### config.mk
export PLATFORM = sky130hd
export DESIGN_NAME = naf_scalar_ctrl_flat
export DESIGN_NICKNAME = d
export VERILOG_FILES = /design/src/rtl/naf_scalar_ctrl_if.sv /design/src/rtl/naf_scalar_ctrl.sv /design/src/flat_wrapper.sv
export SDC_FILE = /design/constraint.sdc
export NUM_CORES = 2
export LEC_CHECK = 0
export BUFFER_PORTS_ARGS = -buffer_cell sky130_fd_sc_hd__buf_2
export CORE_AREA = 2 2 257 259
export DETAILED_ROUTE_END_ITERATION = 12
export DIE_AREA = 0 0 259 261
export SLEW_MARGIN = 20
export SYNTH_ARGS = -nofsm -noshare
export SYNTH_HDL_FRONTEND = slang
export SYNTH_SLANG_ARGS = --single-unit
### constraint.sdc
create_clock -name clk -period 22.4 [get_ports clk]
set_input_delay 2.24 -clock clk [delete_from_list [all_inputs] [get_ports clk]]
set_output_delay 2.24 -clock clk [all_outputs]
set_load 0.03 [all_outputs]
### src/rtl/naf_scalar_ctrl_if.sv
// Handshake bundle between the NAF scalar sequencer and its requester / EC arithmetic unit.
// The master side drives the request and op_ready; the slave side is the sequencer.
interface naf_scalar_ctrl_if;
   logic         start;
   logic [511:0] h;
   logic [31:0]  hlength;
   logic         busy;
   logic         op_valid;
   logic [2:0]   op_code;
   logic [7:0]   op_idx;
   logic         op_ready;
   logic         done;
   logic         zero_result;
   logic         digit_err;

   modport master (
      output start, h, hlength, op_ready,
      input  busy, op_valid, op_code, op_idx, done, zero_result, digit_err
   );

   modport slave (
      input  start, h, hlength, op_ready,
      output busy, op_valid, op_code, op_idx, done, zero_result, digit_err
   );
endinterface

### src/rtl/naf_scalar_ctrl.sv
// Walks a NAF-encoded scalar from its top digit downward and emits the
// LDP/LDN/DBL/ADD/SUB point-operation stream for a double-and-add multiplier.
module naf_scalar_ctrl #(
   parameter int HMAX = 255
) (
   input  logic            clk,
   input  logic            rst,
   naf_scalar_ctrl_if.slave bus
);

   typedef enum logic [2:0] {
      IDLE,
      SCAN,
      LOAD,
      DBL,
      ACC,
      FIN
   } state_t;

   localparam logic [2:0] OP_LDP = 3'b000;
   localparam logic [2:0] OP_LDN = 3'b001;
   localparam logic [2:0] OP_DBL = 3'b010;
   localparam logic [2:0] OP_ADD = 3'b011;
   localparam logic [2:0] OP_SUB = 3'b100;

   state_t       state_reg;
   logic [511:0] h_reg;
   logic [7:0]   idx_reg;
   logic         busy_reg;
   logic         op_valid_reg;
   logic [2:0]   op_code_reg;
   logic [7:0]   op_idx_reg;
   logic         done_reg;
   logic         zero_reg;
   logic         err_reg;

   logic [1:0]   digit [0:255];
   logic [1:0]   cur_digit;
   logic         cur_nz;
   logic         cur_bad;
   logic [7:0]   top_sel;

   genvar gi;
   generate
      for (gi = 0; gi < 256; gi++) begin : g_digit
         assign digit[gi] = h_reg[2*gi+1 : 2*gi];
      end
   endgenerate

   // Bit 0 alone separates +1/-1 (01/11) from zero/invalid (00/10).
   assign cur_digit = digit[idx_reg];
   assign cur_nz    = cur_digit[0];
   assign cur_bad   = (cur_digit == 2'b10);
   assign top_sel   = (bus.hlength > 32'(HMAX)) ? 8'(HMAX) : bus.hlength[7:0];

   always_ff @(posedge clk or posedge rst) begin
      if (rst) begin
         state_reg    <= IDLE;
         h_reg        <= '0;
         idx_reg      <= '0;
         busy_reg     <= 1'b0;
         op_valid_reg <= 1'b0;
         op_code_reg  <= '0;
         op_idx_reg   <= '0;
         done_reg     <= 1'b0;
         zero_reg     <= 1'b0;
         err_reg      <= 1'b0;
      end else begin
         case (state_reg)
            IDLE: begin
               done_reg <= 1'b0;
               if (bus.start) begin
                  h_reg     <= bus.h;
                  idx_reg   <= top_sel;
                  err_reg   <= 1'b0;
                  zero_reg  <= 1'b0;
                  busy_reg  <= 1'b1;
                  state_reg <= SCAN;
               end
            end

            SCAN: begin
               if (cur_bad) begin
                  err_reg <= 1'b1;
               end
               if (cur_nz) begin
                  state_reg    <= LOAD;
                  op_valid_reg <= 1'b1;
                  op_code_reg  <= cur_digit[1] ? OP_LDN : OP_LDP;
                  op_idx_reg   <= idx_reg;
               end else if (idx_reg == 8'd0) begin
                  state_reg <= FIN;
                  done_reg  <= 1'b1;
                  zero_reg  <= 1'b1;
               end else begin
                  idx_reg <= idx_reg - 8'd1;
               end
            end

            LOAD, ACC: begin
               if (bus.op_ready) begin
                  if (idx_reg == 8'd0) begin
                     op_valid_reg <= 1'b0;
                     done_reg     <= 1'b1;
                     state_reg    <= FIN;
                  end else begin
                     op_code_reg <= OP_DBL;
                     op_idx_reg  <= idx_reg - 8'd1;
                     idx_reg     <= idx_reg - 8'd1;
                     state_reg   <= DBL;
                  end
               end
            end

            // Digit j is inspected once its doubling has been accepted.
            DBL: begin
               if (bus.op_ready) begin
                  if (cur_bad) begin
                     err_reg <= 1'b1;
                  end
                  if (cur_nz) begin
                     op_code_reg <= cur_digit[1] ? OP_SUB : OP_ADD;
                     state_reg   <= ACC;
                  end else if (idx_reg == 8'd0) begin
                     op_valid_reg <= 1'b0;
                     done_reg     <= 1'b1;
                     state_reg    <= FIN;
                  end else begin
                     op_idx_reg <= idx_reg - 8'd1;
                     idx_reg    <= idx_reg - 8'd1;
                  end
               end
            end

            FIN: begin
               done_reg  <= 1'b0;
               busy_reg  <= 1'b0;
               state_reg <= IDLE;
            end

            default: begin
               state_reg <= IDLE;
            end
         endcase
      end
   end

   assign bus.busy        = busy_reg;
   assign bus.op_valid    = op_valid_reg;
   assign bus.op_code     = op_code_reg;
   assign bus.op_idx      = op_idx_reg;
   assign bus.done        = done_reg;
   assign bus.zero_result = zero_reg;
   assign bus.digit_err   = err_reg;

endmodule

### src/flat_wrapper.sv
// flat-port wrapper written by rule: the top's interface ports become plain ports
module naf_scalar_ctrl_flat 
#(
   parameter int HMAX = 255
)
  (clk, rst, bus_start, bus_h, bus_hlength, bus_op_ready, bus_busy, bus_op_valid, bus_op_code, bus_op_idx, bus_done, bus_zero_result, bus_digit_err);
  naf_scalar_ctrl_if bus_i ();
  input  logic clk;
  input  logic rst;
  input wire logic [$bits(bus_i.start)-1:0] bus_start;
  input wire logic [$bits(bus_i.h)-1:0] bus_h;
  input wire logic [$bits(bus_i.hlength)-1:0] bus_hlength;
  input wire logic [$bits(bus_i.op_ready)-1:0] bus_op_ready;
  output wire logic [$bits(bus_i.busy)-1:0] bus_busy;
  output wire logic [$bits(bus_i.op_valid)-1:0] bus_op_valid;
  output wire logic [$bits(bus_i.op_code)-1:0] bus_op_code;
  output wire logic [$bits(bus_i.op_idx)-1:0] bus_op_idx;
  output wire logic [$bits(bus_i.done)-1:0] bus_done;
  output wire logic [$bits(bus_i.zero_result)-1:0] bus_zero_result;
  output wire logic [$bits(bus_i.digit_err)-1:0] bus_digit_err;
  assign bus_i.start = bus_start;
  assign bus_i.h = bus_h;
  assign bus_i.hlength = bus_hlength;
  assign bus_i.op_ready = bus_op_ready;
  assign bus_busy = bus_i.busy;
  assign bus_op_valid = bus_i.op_valid;
  assign bus_op_code = bus_i.op_code;
  assign bus_op_idx = bus_i.op_idx;
  assign bus_done = bus_i.done;
  assign bus_zero_result = bus_i.zero_result;
  assign bus_digit_err = bus_i.digit_err;
  naf_scalar_ctrl #(.HMAX(HMAX)) u_core (.clk(clk), .rst(rst), .bus(bus_i));
endmodule
==> run metrics <==
outcome finished clean; Placed Cells 4070; Critical R2R Launch u_core.idx_reg[1]; RSZ-0062 raised after global routing false; number of H-tree levels 2; non-filler cells in the finished layout 4186; synth warn 0; CP arrival around 5.5 ns; WHS around 0.47 ns; Placer Congestion 0.854; GRT overflow 0; via count 21300; Worst Setup End Kind asynchronous set/reset pin; syn avg cell area between 9 and 10 µm²; CP startpoint kind input port; Synth top area share a little over half; Seq/Total Area, Yosys between 50 and 60%; initial antenna violation count 14; Clk pin slew, worst setup/hold paths 0.06 ns; pin count of the biggest net entering global routing about 230; Synth Instances 2793; top-count cell post-synth nand2_1; die footprint 67600 µm²; Crit-path slowest cell buf_4; Post-CTS Setup Bufs 0; PD cells 149 nW/µm²; period utilisation layout between 20% and 30%; footprint of the multi-input gates 11000 µm²; Core Region 65000 µm²; Die Height 261 µm; ys flop type dfrtp_1; Post-synth top cells 1581 x nand2_1, 539 x dfrtp_1, 123 x clkbuf_1, 67 x mux2i_1, 58 x mux4_2; Leak 16.3 nW; DR WL/cell a little over 20 µm; initial core utilization roughly two fifths; routed wire length 86100 µm; Max VDD drop about 110 µV; first-pass GRT wire length 129000 µm; post-synth cell types 77; Setup Viol. Count Final 0; fin crit period 4.88 ns; drt drc 0; Hold Buf Count CTS 0; GRT busiest layer met2; port bufs 563; hold depth 2; HP Class flip-flop to flip-flop; R2R depth 9; endpoints failing hold 0; Worst Hold End u_core.h_reg[445]; skew final 0.0115 ns; Max Fclk 205 MHz; kind of critical path input port to asynchronous set/reset pin; Max FO, Critical Path 124; FP Rows 94; cell family with most CP delay buffers and inverters; met2 GRT Util approximately 41%; TritonCTS clock tree done; Filler cells 6298; Max-Cap Viols 0; post-CTS sizing 0; vias in the first global route 21400; asr flop ratio synth 100%; via/cell ratio 5.10; nets 3816; Clock Latency Late Sink 0.60 ns; CP dominant cell by count buf_4; worst path required time 23.00 ns; Clock Tree Root clkbuf_16; synthesized area 25600 µm²; Clock Tree Buf Depth 3; drt pass-1 iters 7; Layout area overhead 20.2%; met1 usage in global routing 34.1%; M3 GR Usage 4.44%; Post-synth EDFFs 0; total track usage about 25%; Post-Syn Nets 3342; Slew @ Worst Pin 1.19 ns; HPWL Detailed slightly above 60000 µm; Num CTS Buffers 59; hold path startpoint u_core.h_reg[445]; die width ~260 µm; setup TNS 0 ns; top cells by area, synth dfrtp_1 53%, nand2_1 23%, mux4_2 5.1%; Sink Count between 500 and 600; share of layout cells above drive strength 1 23.9%; CP bufs+invs 5; Final Max Tran Viols 0; post-layout util 47.3%; I/O Pins 564; slowest stage delay, CP 0.81 ns; area leader, netlist dfrtp_1; Antenna Nets Post-Route 0; crit path cell chain buf_2 -> inv_8 -> buf_4 -> buf_4 -> buf_4; Slew headroom 20.7%; FF+latch area ~14000 µm²; max reg flops between 500 and 600; Seq cells post-synth approximately 540; worst reg2reg path endpoint u_core.bus.op_idx[1]; 1st-iter DRT viols roughly 2000; R2R setup slack about 18 ns
cell type report:
cell class / instances / area share (%)
Tap cell: 864 / 3.51
Clock inverter: 20 / 0.785
Inverter: 14 / 0.195
Multi-Input combinational cell: 2065 / 35.9
Clock buffer: 88 / 5.74
Antenna cell: 8 / 0.0650
Sequential cell: 539 / 43.9
Timing Repair Buffer: 588 / 9.94
power breakdown:
part           internal, W  total, W  switching, W
clock             0.000601   0.00101      0.000408
sequential         0.00143   0.00172      0.000295
combinational     0.000747   0.00187       0.00112
how the worst max path moves through the flow:
stage	from	to	cells past startpoint
floorplan	rst	u_core.bus.busy	1
global placement	rst	u_core.h_reg[299]	5
detailed placement	rst	u_core.h_reg[293]	5
CTS	u_core.idx_reg[1]	u_core.bus.op_idx[1]	9
global route	rst	u_core.h_reg[311]	5
finish	rst	u_core.h_reg[311]	5
logic make-up after synthesis:
group | synth area share (%)
XOR/XNOR | 0.308
AND/OR/NAND/NOR | 25.8
multiplexers | 12.2
buffers and inverters | 4.26
flip-flops | 52.7
AO/OA/AOI/OAI | 4.71
adder cells (fa/ha/maj) | 0.0488
placed cells by master, fill, tap and decap left out, types with 5 or more instances in the layout:
cell	n
xnor2_1	9
dfrtp_1	535
and2_1	6
a22o_1	5
diode_2	8
nor2b_1	9
nor2_1	40
clkbuf_1	13
nand2_1	1580
a22oi_1	16
inv_1	7
a211oi_1	15
nor3_1	17
nand3_1	14
mux2_2	18
o22ai_1	25
o221ai_1	10
nor4_1	13
mux2_4	8
o32ai_1	5
clkbuf_16	61
a31oi_1	7
clkbuf_8	14
clkinv_2	10
mux4_2	58
o21ai_0	17
buf_4	20
mux4_1	30
mux2i_1	67
a21oi_1	27
buf_2	563
bufinv_16	5
layer usage:
metal,wire length [µm],share of wire [%]
met1,37000,43
met2,41100,48
met3,5560,6.5
met4,2470,2.9
met5,54,0.063
metrics by stage:
step / total power [W] / cell area, µm² / worst slack, ns
4_1_cts: 0.00462 / 30800 / 17.35
3_3_place_gp: 0.00357 / 28700 / 16.74
2_1_floorplan: 0.00304 / 25600 / 5.09
6_report: 0.00460 / 30800 / 17.52
5_1_grt: 0.00491 / 30800 / 17.03
3_5_place_dp: 0.00360 / 28700 / 16.76
worst register-to-register path, stage by stage, from the launching register on:
cell and delay, ns:
dfrtp_4 0.86, buf_4 0.83, or2_2 0.68, a211oi_1 0.11, o41ai_1 0.56, a311oi_1 0.16, o32a_4 0.38, or4_4 0.56
o211ai_4 0.26, mux2_4 0.36
Note: power is estimated with default switching activity, not from simulation.
